<file path="src/rtl/chunked_borrow_subtractor.sv">
// Multi-cycle unsigned subtractor: diff = a - b, CHUNK bits per clock through a ripple-borrow chain.
// Optional macro SUB_SATURATE_EN clamps a borrowing result to zero.
module chunked_borrow_subtractor #(
    parameter int WIDTH = 16,
    parameter int CHUNK = 4
) (
    input  logic             clk,
    input  logic             rst_n,
    input  logic             in_valid,
    output logic             in_ready,
    input  logic [WIDTH-1:0] a,
    input  logic [WIDTH-1:0] b,
    output logic             out_valid,
    input  logic             out_ready,
    output logic [WIDTH-1:0] diff,
    output logic             borrow,
    output logic             zero,
    output logic [1:0]       o_dbg_state
);

    localparam int NCHUNK = WIDTH / CHUNK;
    localparam int CW     = (NCHUNK > 1) ? $clog2(NCHUNK) : 1;

    // Handshakes: a transfer happens on a rising edge where valid & ready are both high.
    // in_ready/out_valid are registered; the source holds a/b/in_valid until in_ready is seen.
    typedef enum logic [1:0] {
        S_IDLE = 2'd0,
        S_RUN  = 2'd1,
        S_DONE = 2'd2
    } state_t;

    state_t           r_state;
    logic [WIDTH-1:0] r_a;
    logic [WIDTH-1:0] r_b;
    logic             r_borrow;
    logic [CW-1:0]    r_cnt;
    logic             r_in_ready;
    logic             r_out_valid;
    logic [WIDTH-1:0] r_diff;
    logic             r_borrow_out;
    logic             r_zero;

    logic [CHUNK:0]   w_sub;
    logic [CHUNK-1:0] w_d;
    logic             w_bo;
    logic [WIDTH-1:0] w_a_next;
    logic [WIDTH-1:0] w_final;

    assign w_sub = {1'b0, r_a[CHUNK-1:0]} - {1'b0, r_b[CHUNK-1:0]} - {{CHUNK{1'b0}}, r_borrow};
    assign w_d   = w_sub[CHUNK-1:0];
    assign w_bo  = w_sub[CHUNK];

    // The minuend register doubles as the result register: each difference chunk
    // enters at the top as the consumed chunk leaves the bottom.
    generate
        if (CHUNK == WIDTH) begin : g_single
            assign w_a_next = w_d;
        end else begin : g_multi
            assign w_a_next = {w_d, r_a[WIDTH-1:CHUNK]};
        end
    endgenerate

`ifdef SUB_SATURATE_EN
    assign w_final = w_bo ? '0 : w_a_next;
`else
    assign w_final = w_a_next;
`endif

    always_ff @(posedge clk or negedge rst_n) begin
        if (!rst_n) begin
            r_state      <= S_IDLE;
            r_a          <= '0;
            r_b          <= '0;
            r_borrow     <= 1'b0;
            r_cnt        <= '0;
            r_in_ready   <= 1'b0;
            r_out_valid  <= 1'b0;
            r_diff       <= '0;
            r_borrow_out <= 1'b0;
            r_zero       <= 1'b0;
        end else begin
            case (r_state)
                S_IDLE: begin
                    r_in_ready  <= 1'b1;
                    r_out_valid <= 1'b0;
                    if (in_valid && r_in_ready) begin
                        r_a        <= a;
                        r_b        <= b;
                        r_borrow   <= 1'b0;
                        r_cnt      <= '0;
                        r_in_ready <= 1'b0;
                        r_state    <= S_RUN;
                    end
                end
                S_RUN: begin
                    r_a      <= w_a_next;
                    r_b      <= r_b >> CHUNK;
                    r_borrow <= w_bo;
                    r_cnt    <= r_cnt + 1'b1;
                    if (r_cnt == CW'(NCHUNK - 1)) begin
                        r_diff       <= w_final;
                        r_borrow_out <= w_bo;
                        r_zero       <= (w_final == '0);
                        r_out_valid  <= 1'b1;
                        r_state      <= S_DONE;
                    end
                end
                S_DONE: begin
                    if (out_ready) begin
                        r_out_valid <= 1'b0;
                        r_in_ready  <= 1'b1;
                        r_state     <= S_IDLE;
                    end
                end
                default: begin
                    r_state <= S_IDLE;
                end
            endcase
        end
    end

    assign in_ready    = r_in_ready;
    assign out_valid   = r_out_valid;
    assign diff        = r_diff;
    assign borrow      = r_borrow_out;
    assign zero        = r_zero;
    assign o_dbg_state = r_state;

endmodule

</file>
<file path="config.mk">
export PLATFORM = sky130hd
export DESIGN_NAME = chunked_borrow_subtractor
export DESIGN_NICKNAME = d
export VERILOG_FILES = /design/src/rtl/chunked_borrow_subtractor.sv
export SDC_FILE = /design/constraint.sdc
export NUM_CORES = 1
export LEC_CHECK = 0
export BUFFER_PORTS_ARGS = -buffer_cell sky130_fd_sc_hd__buf_2
export CAP_MARGIN = 20
export CORE_MARGIN = 3
export CORE_UTILIZATION = 57
export CTS_BUF_LIST = sky130_fd_sc_hd__clkbuf_8
export CTS_CLUSTER_SIZE = 12
export DETAILED_ROUTE_END_ITERATION = 12
export PLACE_DENSITY = 0.83
export SLEW_MARGIN = 10
export SYNTH_ARGS = -nofsm -noshare
export SYNTH_HDL_FRONTEND = slang
export SYNTH_SLANG_ARGS = --single-unit
</file>
<file path="constraint.sdc">
create_clock -name clk -period 5.3 [get_ports clk]
set_input_delay 1.06 -clock clk [delete_from_list [all_inputs] [get_ports clk]]
set_output_delay 1.06 -clock clk [all_outputs]
set_load 0.02 [all_outputs]
</file>
* Word-level counts from Yosys, hierarchy flattened
Index checks and enable logic that the tools add are counted.
** Storage, ports and cells
- Register bits after elaboration :: 57
- Output and inout bits :: 22
- Logic and storage cells :: 48
** Cells by class
- Add/subtract/negate cells :: 3
- Equality and inequality tests :: 6
- Mux-type cells :: 18
- Reduce and logical (&&, ||, !) cells :: 11
** Operators with widths (number)
- one-hot mux 16 bit (2 select lines) :: 2
- two-way mux 16 bit :: 2
- zero test 16 bit :: 1
- two-way mux 2 bit :: 4
- != test 2 bit, second input constant :: 3
- one-hot mux 2 bit (3 select lines) :: 1
- AND reduction 2 bit :: 3
- AND reduction 3 bit :: 2
- two-way mux 1 bit :: 5
- subtractor 4 x 4 -> 5 bit :: 1
- subtractor 5 x 1 -> 5 bit :: 1
- == test 2 bit, second input constant :: 2
- one-hot mux 1 bit (2 select lines) :: 2
- one-hot mux 2 bit (2 select lines) :: 1
- nonzero test 2 bit :: 2
- one-hot mux 1 bit (3 select lines) :: 1
- nonzero test 3 bit :: 1
- adder 2 x 1 -> 2 bit, second input constant :: 1
- == test 2 x 1 -> 1 bit, second input constant :: 1
- zero test 2 bit :: 1
- logical AND 1 bit :: 1

* Depth between registers and ports, before layout
- Depth after elaboration :: 3
- Depth in mapped cells :: 10

* Least setup slack after synthesis
OpenSTA, ideal clock, no wires.
- Path type :: register to register
- From :: register r_a[0]
- To :: register r_zero, in the netlist zero
- Arrival :: 2799 ps
- Path slack :: 2409 ps
- Stages on the path, launching flop included :: 10
- Clock period less this slack :: 2891 ps
- Cell sequence :: dfrtp_1 > fa_1 > inv_1 > ha_1 > or2_2 > fa_1 > nor3_1 > nand4_1 > or4_1 > o31ai_2
** Between the ends
- Cells in the longest elaborated chain, start to end :: 3
** RTL lines
- from (decl) :: RTL line 33 : logic [WIDTH-1:0] r_a;
- from (signal assigned) :: RTL line 96 : r_a <= w_a_next;
- subtractor 4 x 4 -> 5 bit :: RTL line 49 : assign w_sub = {1'b0, r_a[CHUNK-1:0]} - {1'b0, r_b[CHUNK-1:0]} - {{CHUNK{1'b0}}, r_borrow};
- subtractor 5 x 1 -> 5 bit :: RTL line 49
- via w_sub[1] :: RTL line 43 : logic [CHUNK:0] w_sub;
- zero test 16 bit :: RTL line 103 : r_zero <= (w_final == '0);
- to (signal assigned) :: RTL line 103
- to (decl) :: RTL line 41 : logic r_zero;
The timed path passes the listed nets, and every way through them passes these cells.
A chain may end at the register's enable or synchronous reset.

* Worst setup path in the final report
- From :: register r_a[0]
- To :: register r_zero, in the netlist zero
** Between the ends
- Cells in the longest elaborated chain, start to end :: 3
** RTL lines (RTL line)
- subtractor 4 x 4 -> 5 bit :: 49
- subtractor 5 x 1 -> 5 bit :: 49
- zero test 16 bit :: 103
No other way between the ends.

==> summary.txt <==
Run status
  • Status: finished, final reports clean

Critical path
  • Crit path max fanout: 3
  • CP endpoint: zero
  • Crit. Startpoint: r_a[0]
  • Critical Path AT: 3310 ps
  • Critical path required time: 5530 ps
  • Reg-to-reg setup timing slack: 2220 ps
  • RR Startpoint: r_a[0]
  • Startpoint types: register
  • R2R Path End: zero
  • R2R cell count: 9
  • Worst Setup End Kind: register
  • Path type of the worst setup path: reg2reg

Yosys
  • Synth area leader: dfrtp_1
  • Top cell type's share of synthesized area: 0.537
  • Sequential area share after synthesis: 0.537
  • Yosys warnings: 0
  • Yosys reg bits: 57
  • Synth area leaders: dfrtp_1, mux2i_1, o21ai_0
  • Synth top cells by count: dfrtp_1, nand2_1, o21ai_0
  • Synthesized cell area: 2660 um^2
  • Avg Cell Area, Syn: 11.1 um^2
  • Number of synthesized flops with an enable pin: 0
  • Top FF cell, synth: dfrtp_1
  • Async S/R FF share, synth: 1.00
  • Cell with the most instances after synthesis: dfrtp_1
  • Syn Nets: 285
  • Number of distinct library cells after synthesis: 28
  • Cell count after synthesis: 240

Power
  • Power per cell area: 691 nW/um^2
  • Gate power share: 0.453
  • VDD IR-drop max: 0.000336 V
  • Clk network pwr share: 0.188
  • Sw Share: 0.405
  • Seq pwr share: 0.359
  • Psw: 0.891 mW
  • P_leak: 1.63 nW
  • Internal power: 1.31 mW

CTS
  • Worst-Skew Late Latency: 330 ps
  • Buffer count from post-CTS setup fixing: 0
  • H-Tree Depth: 3
  • Clock buffer depth: 2
  • Post-CTS Hold Fix Bufs: 0
  • Clock transition at the registers of the reported paths: 60 ps
  • Num CTS Buffers: 9
  • Post-cts repair resize count: 0
  • CTS sink cnt: 57
  • CTS tree: done
  • Root Driver: clkbuf_8

GRT
  • Vias in the first global route: 1916
  • Gr ovfl total: 0
  • M1 GR Usage: 0.254
  • GR Layer Usage met2: 0.346
  • GR met3 Demand/Resource: 0.0770
  • First-pass GRT wire length: 8.76 mm
  • GRT busiest layer: met2
  • GRT Total Usage: 0.214
  • Pin count of the biggest net entering global routing: 58
  • Antenna violations before repair: 0

Final layout
  • Fin nets: 342
  • Fraction of layout cells with a size suffix above 1: 0.305
  • N_diodes: 0
  • P&R area growth vs syn: 19.7%

Route
  • DR iter-0 viols: 113
  • DRC viols: 0
  • Routed WL: 5.37 mm
  • Via count: 1974
  • DR WL/cell: 15.2 um
  • Post-route ant nets: 0
  • Drt pass-1 iters: 6
  • Via-per-instance ratio: 5.58

Timing
  • Period utilization: 0.581
  • Final count of hold timing violations: 0
  • Final Max Slew Viols: 0
  • Minimum clock period: 3080 ps
  • Max-slew headroom at the worst pin: 0.460
  • Hold WS: 490 ps
  • RSZ-0062 raised after global routing: false
  • Fmax: 325 MHz
  • Worst-Margin Slew: 809 ps
  • Setup TNS: 0 ps
  • Final setup fails: 0
  • Clk_skew: 4.15 ps

Die
  • DIE AREA: 5520 um^2
  • Starting Density: 0.602
  • IO Count: 58
  • Die Wd: 74.3 um
  • Num rows: 24
  • Placeable core area: 4410 um^2
  • Die height: 74.3 um

Placed design
  • DP HPWL: 3.66 mm
  • Port-buffer cells: 57
  • Gp weighted congestion: 0.793

Worst hold path
  • Hold Crit Class: reg2reg
  • Hold Path Stages: 2

Flow run
  • # Max-Cap Violations: 0
==> worst max-delay path, stage by stage (launching register included) <==
cell and delay, ps:
dfrtp_1 400, fa_1 570, inv_1 50, ha_1 190, or2_2 310, fa_1 400, xnor2_1 260, nand4_1 120
or4_1 500, o31ai_2 190
==> cell families after synthesis <==
kind of cell             after synthesis  share of synthesized area
adder cells (fa/ha/maj)                9                     0.0480
AO/OA/AOI/OAI                         43                     0.0909
AND/OR/NAND/NOR                       62                      0.108
flip-flops                            57                      0.537
XOR/XNOR                               4                     0.0132
buffers and inverters                 22                     0.0339
multiplexers                          43                      0.169
==> power by group through the flow <==
stage	logic [mW]	registers (mW)	clock network [mW]
6_report	0.996	0.788	0.413
5_1_grt	1.11	0.812	0.437
4_1_cts	1.00	0.788	0.423
3_5_place_dp	0.994	0.795	0
3_3_place_gp	0.956	0.784	0
2_1_floorplan	0.670	0.842	0
==> cell usage in the layout, fill, tap and decap left out, drive strengths merged <==
cell,count
nand2b,6
o22a,1
or4,2
o221ai,2
inv,10
clkinv,1
nand3,7
nand3b,2
bufinv,1
a221o,1
a22oi,1
or2,1
fa,2
mux2,15
nand4,1
a21oi,1
clkbuf,12
nand2,36
dfrtp,57
xnor2,3
ha,7
xor2,1
mux2i,28
nor2b,3
o21ai,36
nor3,1
nor2,2
buf,60
o31ai,1
nor4,1
==> metrics by stage <==
stage	instance area (um^2)	worst slack, ps	util	power [mW]	instances
floorplan	2660	2410	-	1.51	240
global placement	2970	2360	0.673	1.74	338
detailed placement	2970	2250	0.673	1.79	338
CTS	3180	2220	0.721	2.22	354
global route	3180	2130	0.721	2.36	354
finish	3180	2220	0.721	2.20	354
==> per-layer routing <==
| metal | routed length (um) | part of all wire |
|---|---|---|
| met1 | 2320 | 0.43 |
| met3 | 353 | 0.066 |
| met4 | 138 | 0.026 |
| met5 | 0 | 0 |
| met2 | 2560 | 0.48 |
==> state kept, by name (all words and copies together), names as in the netlist <==
register     cells
borrow           1
diff            16
in_ready         1
o_dbg_state      2
out_valid        1
r_a             16
r_b             16
r_borrow         1
r_cnt            2
zero             1
==> cell type report <==
cell class / count / area (um^2)
clock inverter: 4 / 42.5
sequential: 57 / 1430
inverter: 8 / 30.0
multi-input combinational: 161 / 1140
clock buffer: 12 / 165
timing repair buffer: 60 / 308
fill: 336 / 1230
tap: 52 / 65.1
==> worst min path at each step <==
stage                        start        to  slack (ps)
final                     diff[12]  diff[12]         490
after global routing      diff[10]  diff[10]         510
after CTS                   r_b[8]    r_b[4]         490
after detailed placement   r_b[10]    r_b[6]         480
after global placement      r_b[8]    r_b[4]         460
after floorplan            r_b[14]   r_b[10]         450
Power figures use the tool's default switching activity.
